==> src/rtl/lbm_frame_streamer.sv <==
// ---------------------------------------------------------------------------
// lbm_frame_streamer
//
// Captures per-cell macroscopic solver outputs (one beat of NUM_CH packed
// channel samples per cell) and streams whole frames over AXI4-Stream
// through an internal beat FIFO.
//
// Features:
//   - frame decimation: stream one frame, then skip `decim` frames
//   - per-channel masking: a disabled lane is zeroed and its strobes cleared
//   - tlast on the last cell (DEPTH-1) of every streamed frame
//   - sticky overflow flag when a captured cell finds the FIFO full
//
// Ports:
//   clk, rst          single clock, synchronous active-high reset
//   en                capture enable (gates frame_start / cell_valid)
//   decim             frames to skip after each streamed frame
//   ch_mask           per-channel enable, sampled at push time
//   frame_start       1-cycle pulse at the start of each solver step
//   cell_valid        a cell is presented on cell_data
//   cell_data         packed channel samples, lane k at [k*DATA_WIDTH +: DATA_WIDTH]
//   m_axis_*          AXI4-Stream master (tvalid/tdata/tstrb/tlast/tready)
//   busy              FSM active or beats still buffered / pending on output
//   overflow          sticky: at least one captured cell was dropped
//   frames_sent       number of tlast handshakes, wrapping
// ---------------------------------------------------------------------------
module lbm_frame_streamer #(
    parameter int DATA_WIDTH = 16,
    parameter int NUM_CH     = 4,
    parameter int DEPTH      = 2500,
    parameter int FIFO_DEPTH = 64,
    parameter int DECIM_W    = 16
) (
    input  logic                             clk,
    input  logic                             rst,
    input  logic                             en,
    input  logic [DECIM_W-1:0]               decim,
    input  logic [NUM_CH-1:0]                ch_mask,
    input  logic                             frame_start,
    input  logic                             cell_valid,
    input  logic [NUM_CH*DATA_WIDTH-1:0]     cell_data,
    output logic                             m_axis_tvalid,
    output logic [NUM_CH*DATA_WIDTH-1:0]     m_axis_tdata,
    output logic [NUM_CH*DATA_WIDTH/8-1:0]   m_axis_tstrb,
    output logic                             m_axis_tlast,
    input  logic                             m_axis_tready,
    output logic                             busy,
    output logic                             overflow,
    output logic [DECIM_W-1:0]               frames_sent
);

    localparam int DW_ALL  = NUM_CH * DATA_WIDTH;
    localparam int LANE_B  = DATA_WIDTH / 8;
    localparam int STRB_W  = DW_ALL / 8;
    localparam int CNT_W   = (DEPTH > 1) ? $clog2(DEPTH) : 1;
    localparam int PTR_W   = (FIFO_DEPTH > 1) ? $clog2(FIFO_DEPTH) : 1;
    localparam int ENT_W   = DW_ALL + STRB_W + 1;

    typedef enum logic [1:0] {
        ST_IDLE    = 2'd0,
        ST_CAPTURE = 2'd1,
        ST_DRAIN   = 2'd2
    } state_t;

    // Zero every lane whose mask bit is clear.
    function automatic logic [DW_ALL-1:0] mask_lanes(
        input logic [DW_ALL-1:0] data,
        input logic [NUM_CH-1:0] mask
    );
        logic [DW_ALL-1:0] res;
        res = {DW_ALL{1'b0}};
        for (int k = 0; k < NUM_CH; k++) begin
            if (mask[k]) begin
                res[k*DATA_WIDTH +: DATA_WIDTH] = data[k*DATA_WIDTH +: DATA_WIDTH];
            end else begin
                res[k*DATA_WIDTH +: DATA_WIDTH] = {DATA_WIDTH{1'b0}};
            end
        end
        return res;
    endfunction

    // Expand the channel mask to byte strobes (LANE_B bits per lane).
    function automatic logic [STRB_W-1:0] strb_from_mask(input logic [NUM_CH-1:0] mask);
        logic [STRB_W-1:0] res;
        res = {STRB_W{1'b0}};
        for (int k = 0; k < NUM_CH; k++) begin
            res[k*LANE_B +: LANE_B] = {LANE_B{mask[k]}};
        end
        return res;
    endfunction

    // Registers
    state_t               state_r;
    logic [DECIM_W-1:0]   decim_cnt_r;
    logic [CNT_W-1:0]     cell_cnt_r;
    logic [ENT_W-1:0]     fifo_mem_r [FIFO_DEPTH];
    logic [PTR_W-1:0]     wr_ptr_r;
    logic [PTR_W-1:0]     rd_ptr_r;
    logic [PTR_W:0]       count_r;
    logic                 tvalid_r;
    logic [DW_ALL-1:0]    tdata_r;
    logic [STRB_W-1:0]    tstrb_r;
    logic                 tlast_r;
    logic                 overflow_r;
    logic [DECIM_W-1:0]   frames_sent_r;
    logic                 busy_r;

    // Next-state / control signals
    state_t               state_nxt_s;
    logic [DECIM_W-1:0]   decim_cnt_nxt_s;
    logic [CNT_W-1:0]     cell_cnt_nxt_s;
    logic [PTR_W:0]       count_nxt_s;
    logic                 tvalid_nxt_s;
    logic                 fifo_full_s;
    logic                 fifo_empty_s;
    logic                 pop_s;
    logic                 cell_take_s;
    logic                 push_s;
    logic                 drop_s;
    logic                 last_cell_s;
    logic                 hs_s;
    logic [ENT_W-1:0]     push_entry_s;
    logic [ENT_W-1:0]     head_entry_s;

    // FIFO status, handshake and push/pop qualification.
    always_comb begin
        fifo_full_s  = (count_r == (PTR_W+1)'(FIFO_DEPTH));
        fifo_empty_s = (count_r == {(PTR_W+1){1'b0}});
        hs_s         = tvalid_r & m_axis_tready;
        // Output register refills when empty or when its beat is leaving.
        pop_s        = ~fifo_empty_s & (~tvalid_r | m_axis_tready);
        cell_take_s  = (state_r == ST_CAPTURE) & en & cell_valid;
        // A full FIFO still accepts when a pop frees a slot in the same cycle.
        push_s       = cell_take_s & (~fifo_full_s | pop_s);
        drop_s       = cell_take_s & ~push_s;
        last_cell_s  = (cell_cnt_r == CNT_W'(DEPTH - 1));
        push_entry_s = {last_cell_s, strb_from_mask(ch_mask), mask_lanes(cell_data, ch_mask)};
        head_entry_s = fifo_mem_r[rd_ptr_r];
        count_nxt_s  = count_r + (PTR_W+1)'(push_s) - (PTR_W+1)'(pop_s);
        if (pop_s) begin
            tvalid_nxt_s = 1'b1;
        end else if (hs_s) begin
            tvalid_nxt_s = 1'b0;
        end else begin
            tvalid_nxt_s = tvalid_r;
        end
    end

    // Frame FSM: decimation, cell counting, drain tracking.
    always_comb begin
        state_nxt_s     = state_r;
        decim_cnt_nxt_s = decim_cnt_r;
        cell_cnt_nxt_s  = cell_cnt_r;
        case (state_r)
            ST_IDLE: begin
                if (en && frame_start) begin
                    if (decim_cnt_r == {DECIM_W{1'b0}}) begin
                        decim_cnt_nxt_s = decim;
                        cell_cnt_nxt_s  = {CNT_W{1'b0}};
                        state_nxt_s     = ST_CAPTURE;
                    end else begin
                        decim_cnt_nxt_s = decim_cnt_r - DECIM_W'(1);
                    end
                end else begin
                    state_nxt_s = ST_IDLE;
                end
            end
            ST_CAPTURE: begin
                // Dropped cells still advance the count so tlast stays aligned.
                if (cell_take_s) begin
                    if (last_cell_s) begin
                        cell_cnt_nxt_s = {CNT_W{1'b0}};
                        state_nxt_s    = ST_DRAIN;
                    end else begin
                        cell_cnt_nxt_s = cell_cnt_r + CNT_W'(1);
                    end
                end else begin
                    cell_cnt_nxt_s = cell_cnt_r;
                end
            end
            ST_DRAIN: begin
                if (fifo_empty_s && !tvalid_r) begin
                    state_nxt_s = ST_IDLE;
                end else begin
                    state_nxt_s = ST_DRAIN;
                end
            end
            default: begin
                state_nxt_s = ST_IDLE;
            end
        endcase
    end

    // FSM, counters, FIFO pointers and status registers.
    always_ff @(posedge clk) begin
        if (rst) begin
            state_r       <= ST_IDLE;
            decim_cnt_r   <= {DECIM_W{1'b0}};
            cell_cnt_r    <= {CNT_W{1'b0}};
            wr_ptr_r      <= {PTR_W{1'b0}};
            rd_ptr_r      <= {PTR_W{1'b0}};
            count_r       <= {(PTR_W+1){1'b0}};
            overflow_r    <= 1'b0;
            frames_sent_r <= {DECIM_W{1'b0}};
            busy_r        <= 1'b0;
        end else begin
            state_r     <= state_nxt_s;
            decim_cnt_r <= decim_cnt_nxt_s;
            cell_cnt_r  <= cell_cnt_nxt_s;
            count_r     <= count_nxt_s;
            if (push_s) begin
                wr_ptr_r <= wr_ptr_r + PTR_W'(1);
            end
            if (pop_s) begin
                rd_ptr_r <= rd_ptr_r + PTR_W'(1);
            end
            if (drop_s) begin
                overflow_r <= 1'b1;
            end
            if (hs_s && tlast_r) begin
                frames_sent_r <= frames_sent_r + DECIM_W'(1);
            end
            // Computed from next-state values so busy matches the registered state.
            busy_r <= (state_nxt_s != ST_IDLE) || (count_nxt_s != {(PTR_W+1){1'b0}})
                      || tvalid_nxt_s;
        end
    end

    // FIFO storage; contents are don't-care until written.
    always_ff @(posedge clk) begin
        if (push_s) begin
            fifo_mem_r[wr_ptr_r] <= push_entry_s;
        end
    end

    // AXIS output register; holds its beat while stalled.
    always_ff @(posedge clk) begin
        if (rst) begin
            tvalid_r <= 1'b0;
            tdata_r  <= {DW_ALL{1'b0}};
            tstrb_r  <= {STRB_W{1'b0}};
            tlast_r  <= 1'b0;
        end else begin
            tvalid_r <= tvalid_nxt_s;
            if (pop_s) begin
                tdata_r <= head_entry_s[DW_ALL-1:0];
                tstrb_r <= head_entry_s[DW_ALL +: STRB_W];
                tlast_r <= head_entry_s[ENT_W-1];
            end
        end
    end

    assign m_axis_tvalid = tvalid_r;
    assign m_axis_tdata  = tdata_r;
    assign m_axis_tstrb  = tstrb_r;
    assign m_axis_tlast  = tlast_r;
    assign busy          = busy_r;
    assign overflow      = overflow_r;
    assign frames_sent   = frames_sent_r;

endmodule
==> config.mk <==
export PLATFORM = sky130hd
export DESIGN_NAME = lbm_frame_streamer
export DESIGN_NICKNAME = d
export VERILOG_FILES = /design/src/rtl/lbm_frame_streamer.sv
export SDC_FILE = /design/constraint.sdc
export NUM_CORES = 2
export LEC_CHECK = 0
export CAP_MARGIN = 15
export CORE_MARGIN = 1
export CORE_UTILIZATION = 51
export DETAILED_ROUTE_END_ITERATION = 8
export PLACE_DENSITY = 0.75
export SYNTH_ARGS = -nofsm -noshare
export SYNTH_HDL_FRONTEND = slang
export SYNTH_MEMORY_MAX_BITS = 65536
export SYNTH_SLANG_ARGS = --single-unit
export TNS_END_PERCENT = 10
==> constraint.sdc <==
create_clock -name clk -period 10.3 [get_ports clk]
set_input_delay 2.575 -clock clk [delete_from_list [all_inputs] [get_ports clk]]
set_output_delay 2.575 -clock clk [all_outputs]
set_load 0.02 [all_outputs]
==> results.json <==
{
  "fmaxAchievable_ghz": 0.149,
  "coreArea_um2": 340000,
  "die_w_um": 586,
  "required_ps": 10890,
  "fin_skew_ps": 61.0,
  "viasPerCell": 6.79,
  "h-tree-depth": 5,
  "crit_chain": "clkdlybuf4s50_1 > nand4b_1 > a31oi_1 > buf_4 > inv_1 > nor2_1 > nand3_1 > nor2_4 > buf_4",
  "initialDrtViolationCount": 14636,
  "nets": 8522,
  "numCtsBuffers": 432,
  "critPathBufInv": 4,
  "cts_resized": 0,
  "avgSynthCellArea_um2": 21.8,
  "first_global_vias": 88675,
  "syn_area_um2": 174000,
  "post_cts.repair.setup_buffers": 0,
  "vdd_drop_max_mv": 0.330,
  "crit_fanout": 24,
  "stdcell_count": 13330,
  "synthFlopType": "edfxtp_1",
  "clock_tree.root_cell": "clkbuf_16",
  "reg2reg_from": "rd_ptr_r[0]$_SDFFE_PP0P_",
  "detailed_place_hpwl_um": 274000,
  "routedWlPerCell_um": 37.0,
  "synth_edf_count": 4416,
  "cts_buffer_depth": 4,
  "crit_type": "input port to flip-flop",
  "clock_sinks": 4553,
  "ys_types": 69,
  "cp.arrival_ps": 7320,
  "fin_crit_sh_pct": 65.4,
  "critPathMaxStageDelay_ps": 1330,
  "drcViolationCount": 0,
  "cpMostUsedCell": "buf_4",
  "num_vias": 90450,
  "final_common_cell": "edfxtp_1",
  "slowest_stage": "nor2_4",
  "syn_nets": 8074,
  "ant_nets": 0,
  "row_count": 214,
  "hold_class": "flip-flop to flip-flop",
  "tritoncts": "built",
  "boundaryPins": 182,
  "p_per_area_nw_per_um2": 234,
  "antenna_found_initial": 36,
  "maxCapViolCount": 0,
  "clk-insertion-delay-late_ps": 990,
  "slew_violations": 0,
  "rsz0062_at_grt": "false",
  "clkTransAtPathRegs_ps": 60,
  "endpoint_kind": "flip-flop",
  "initial_core_util_pct": 51.2,
  "async_flop_share_pct": 0,
  "worst_slew_pin_slew_ps": 1320,
  "drive_gt1_share_pct": 23.4,
  "grt_pass1_wl_um": 683000,
  "firstDrtPassIters": 6,
  "areaGrowthSynthToFinish_pct": 13.2,
  "start_kind": "input port",
  "grt_use_total_pct": 28.5,
  "status": "complete, no violations",
  "dp_cells": 12515,
  "setup_violations": 0,
  "totalWireLength_um": 494000,
  "crit_family": "simple AND/OR/NAND/NOR gates",
  "fill_cells": 23409,
  "gp_congestion": 0.879,
  "grt_max_degree": 111,
  "gr-total-overflow": 0,
  "worstSetupStartpoint": "en",
  "hold_buffers": 0,
  "fin_crit_ps": 6730,
  "slew_headroom_pct": 11.5,
  "die_h_um": 586,
  "dieArea_um2": 343000,
  "yosysWarnings": 0,
  "port_buffers": 181,
  "setup_tns_ps": 0,
  "min_from": "decim_cnt_r[10]$_SDFFE_PP0P_",
  "synth-seq-cells": 4553,
  "seq_area_frac_synth_pct": 77.8,
  "p_leak_nw": 56.0,
  "final_cell_mix": "4,416 x edfxtp_1, 951 x mux4_2, 537 x mux2i_1",
  "finalHoldViolations": 0,
  "syn-instance-count": 7969
}
==> area by class of cell <==
| class | instances | area (um^2) | share of cell area [%] |
|---|---|---|---|
| repair buffers | 467 | 4550 | 2.31 |
| clock inverters | 256 | 3000 | 1.52 |
| clock buffers | 545 | 11500 | 5.82 |
| flip-flops and latches | 4553 | 135000 | 68.7 |
| multi-input cells | 2946 | 36800 | 18.7 |
| well taps | 4536 | 5680 | 2.88 |
| diodes | 10 | 25.0 | 0.0127 |
| inverters | 17 | 66.3 | 0.0337 |
==> per-stage QoR <==
stage	total power (W)	setup WS, ps	util, %	hold WS (ps)	instance area (um^2)
global placement	0.0301	2800	53.7	456	182000
detailed placement	0.0302	2810	53.7	483	182000
finish	0.0462	3570	58.0	490	197000
floorplan	0.0275	3120	-	444	174000
global route	0.0472	3600	58.0	515	197000
CTS	0.0462	3790	58.0	491	197000
==> kinds of logic (layout without fill, tap and decap cells) <==
family,after synthesis,after routing,synth area share (%)
AOI/OAI and AO/OA,841,841,3.39
xor gates and xnor gates,25,25,0.126
adders and majority gates,15,15,0.112
buffers and inverters,470,1285,1.41
DFF,4553,4553,77.8
muxes,1512,1512,15.6
other,0,10,0
and+or+nand+nor,553,553,1.55
==> synth_stat cells (4+ instances only) <==
master	count	area share [%]
edfxtp_1	4416	76
mux4_2	951	12
mux2i_1	537	3.1
nor2_1	216	0.47
clkbuf_1	180	0.39
a21oi_1	163	0.47
dfxtp_1	137	1.6
buf_2	120	0.35
a22oi_1	114	0.49
o22ai_1	107	0.38
o221ai_1	90	0.45
and2_1	74	0.27
buf_4	73	0.32
a2111oi_0	72	0.36
nand2_1	65	0.14
o21ai_0	64	0.18
nand3_1	47	0.14
nor3_1	45	0.13
buf_1	44	0.095
a211oi_1	39	0.17
buf_6	36	0.23
a221o_1	35	0.20
o21ai_1	34	0.098
a22o_1	23	0.12
and3_1	23	0.083
mux2_2	23	0.15
nor2b_1	22	0.079
inv_1	17	0.037
xor2_1	17	0.086
a211o_1	16	0.081
o31ai_1	15	0.065
ha_1	14	0.10
nand2b_1	14	0.050
a32oi_1	13	0.065
or3_1	12	0.043
a31oi_1	11	0.040
o21a_1	9	0.039
xnor2_1	8	0.040
o211ai_1	7	0.030
nand4_1	6	0.022
o31a_1	5	0.025
a311oi_1	4	0.020
a32o_1	4	0.023
o21bai_1	4	0.017
or3b_1	4	0.020
==> tightest hold or removal path, cell delays in order (launching register included) <==
cell and delay (ps):
dfxtp_1 310, o31ai_1 60, a21oi_1 60
==> sequential cells by signal, summed over array words and instances (netlist names) <==
| signal | count |
|---|---|
| m_axis_tvalid | 1 |
| count_r | 7 |
| state_r | 2 |
| cell_cnt_r | 12 |
| overflow | 1 |
| busy | 1 |
| decim_cnt_r | 16 |
| wr_ptr_r | 6 |
| rd_ptr_r | 6 |
| m_axis_tlast | 1 |
| frames_sent | 16 |
| fifo_mem_r | 4416 |
| m_axis_tdata | 64 |
| m_axis_tstrb | 4 |
==> final timing paths <==
path / to / slack (ps) / cells past startpoint
max: fifo_mem_r[11][1]$_DFFE_PP_ / 3570 / 9
min: decim_cnt_r[10]$_SDFFE_PP0P_ / 490 / 2
max reg2reg: m_axis_tdata[63]$_SDFFE_PP0P_ / 5190 / 8
min reg2reg: decim_cnt_r[10]$_SDFFE_PP0P_ / 490 / 2
==> power breakdown <==
part	internal [W]	switching, W	total (W)
logic	0.00392	0.00510	0.00902
clock network	0.00927	0.00699	0.0163
registers	0.0205	0.000401	0.0209
==> layer usage <==
metal / wire [um] / global-route usage, % / up-vias / part of all wire [%]
met2: 229000 / 44.4 / 7749 / 46
met1: 167000 / 38.1 / 46748 / 34
li1: - / - / 34612 / -
met4: 29100 / 14.2 / 28 / 5.9
met5: 186 / 0 / - / 0.038
met3: 69000 / 6.82 / 1313 / 14
No activity file was read; power rests on OpenSTA's default activity.
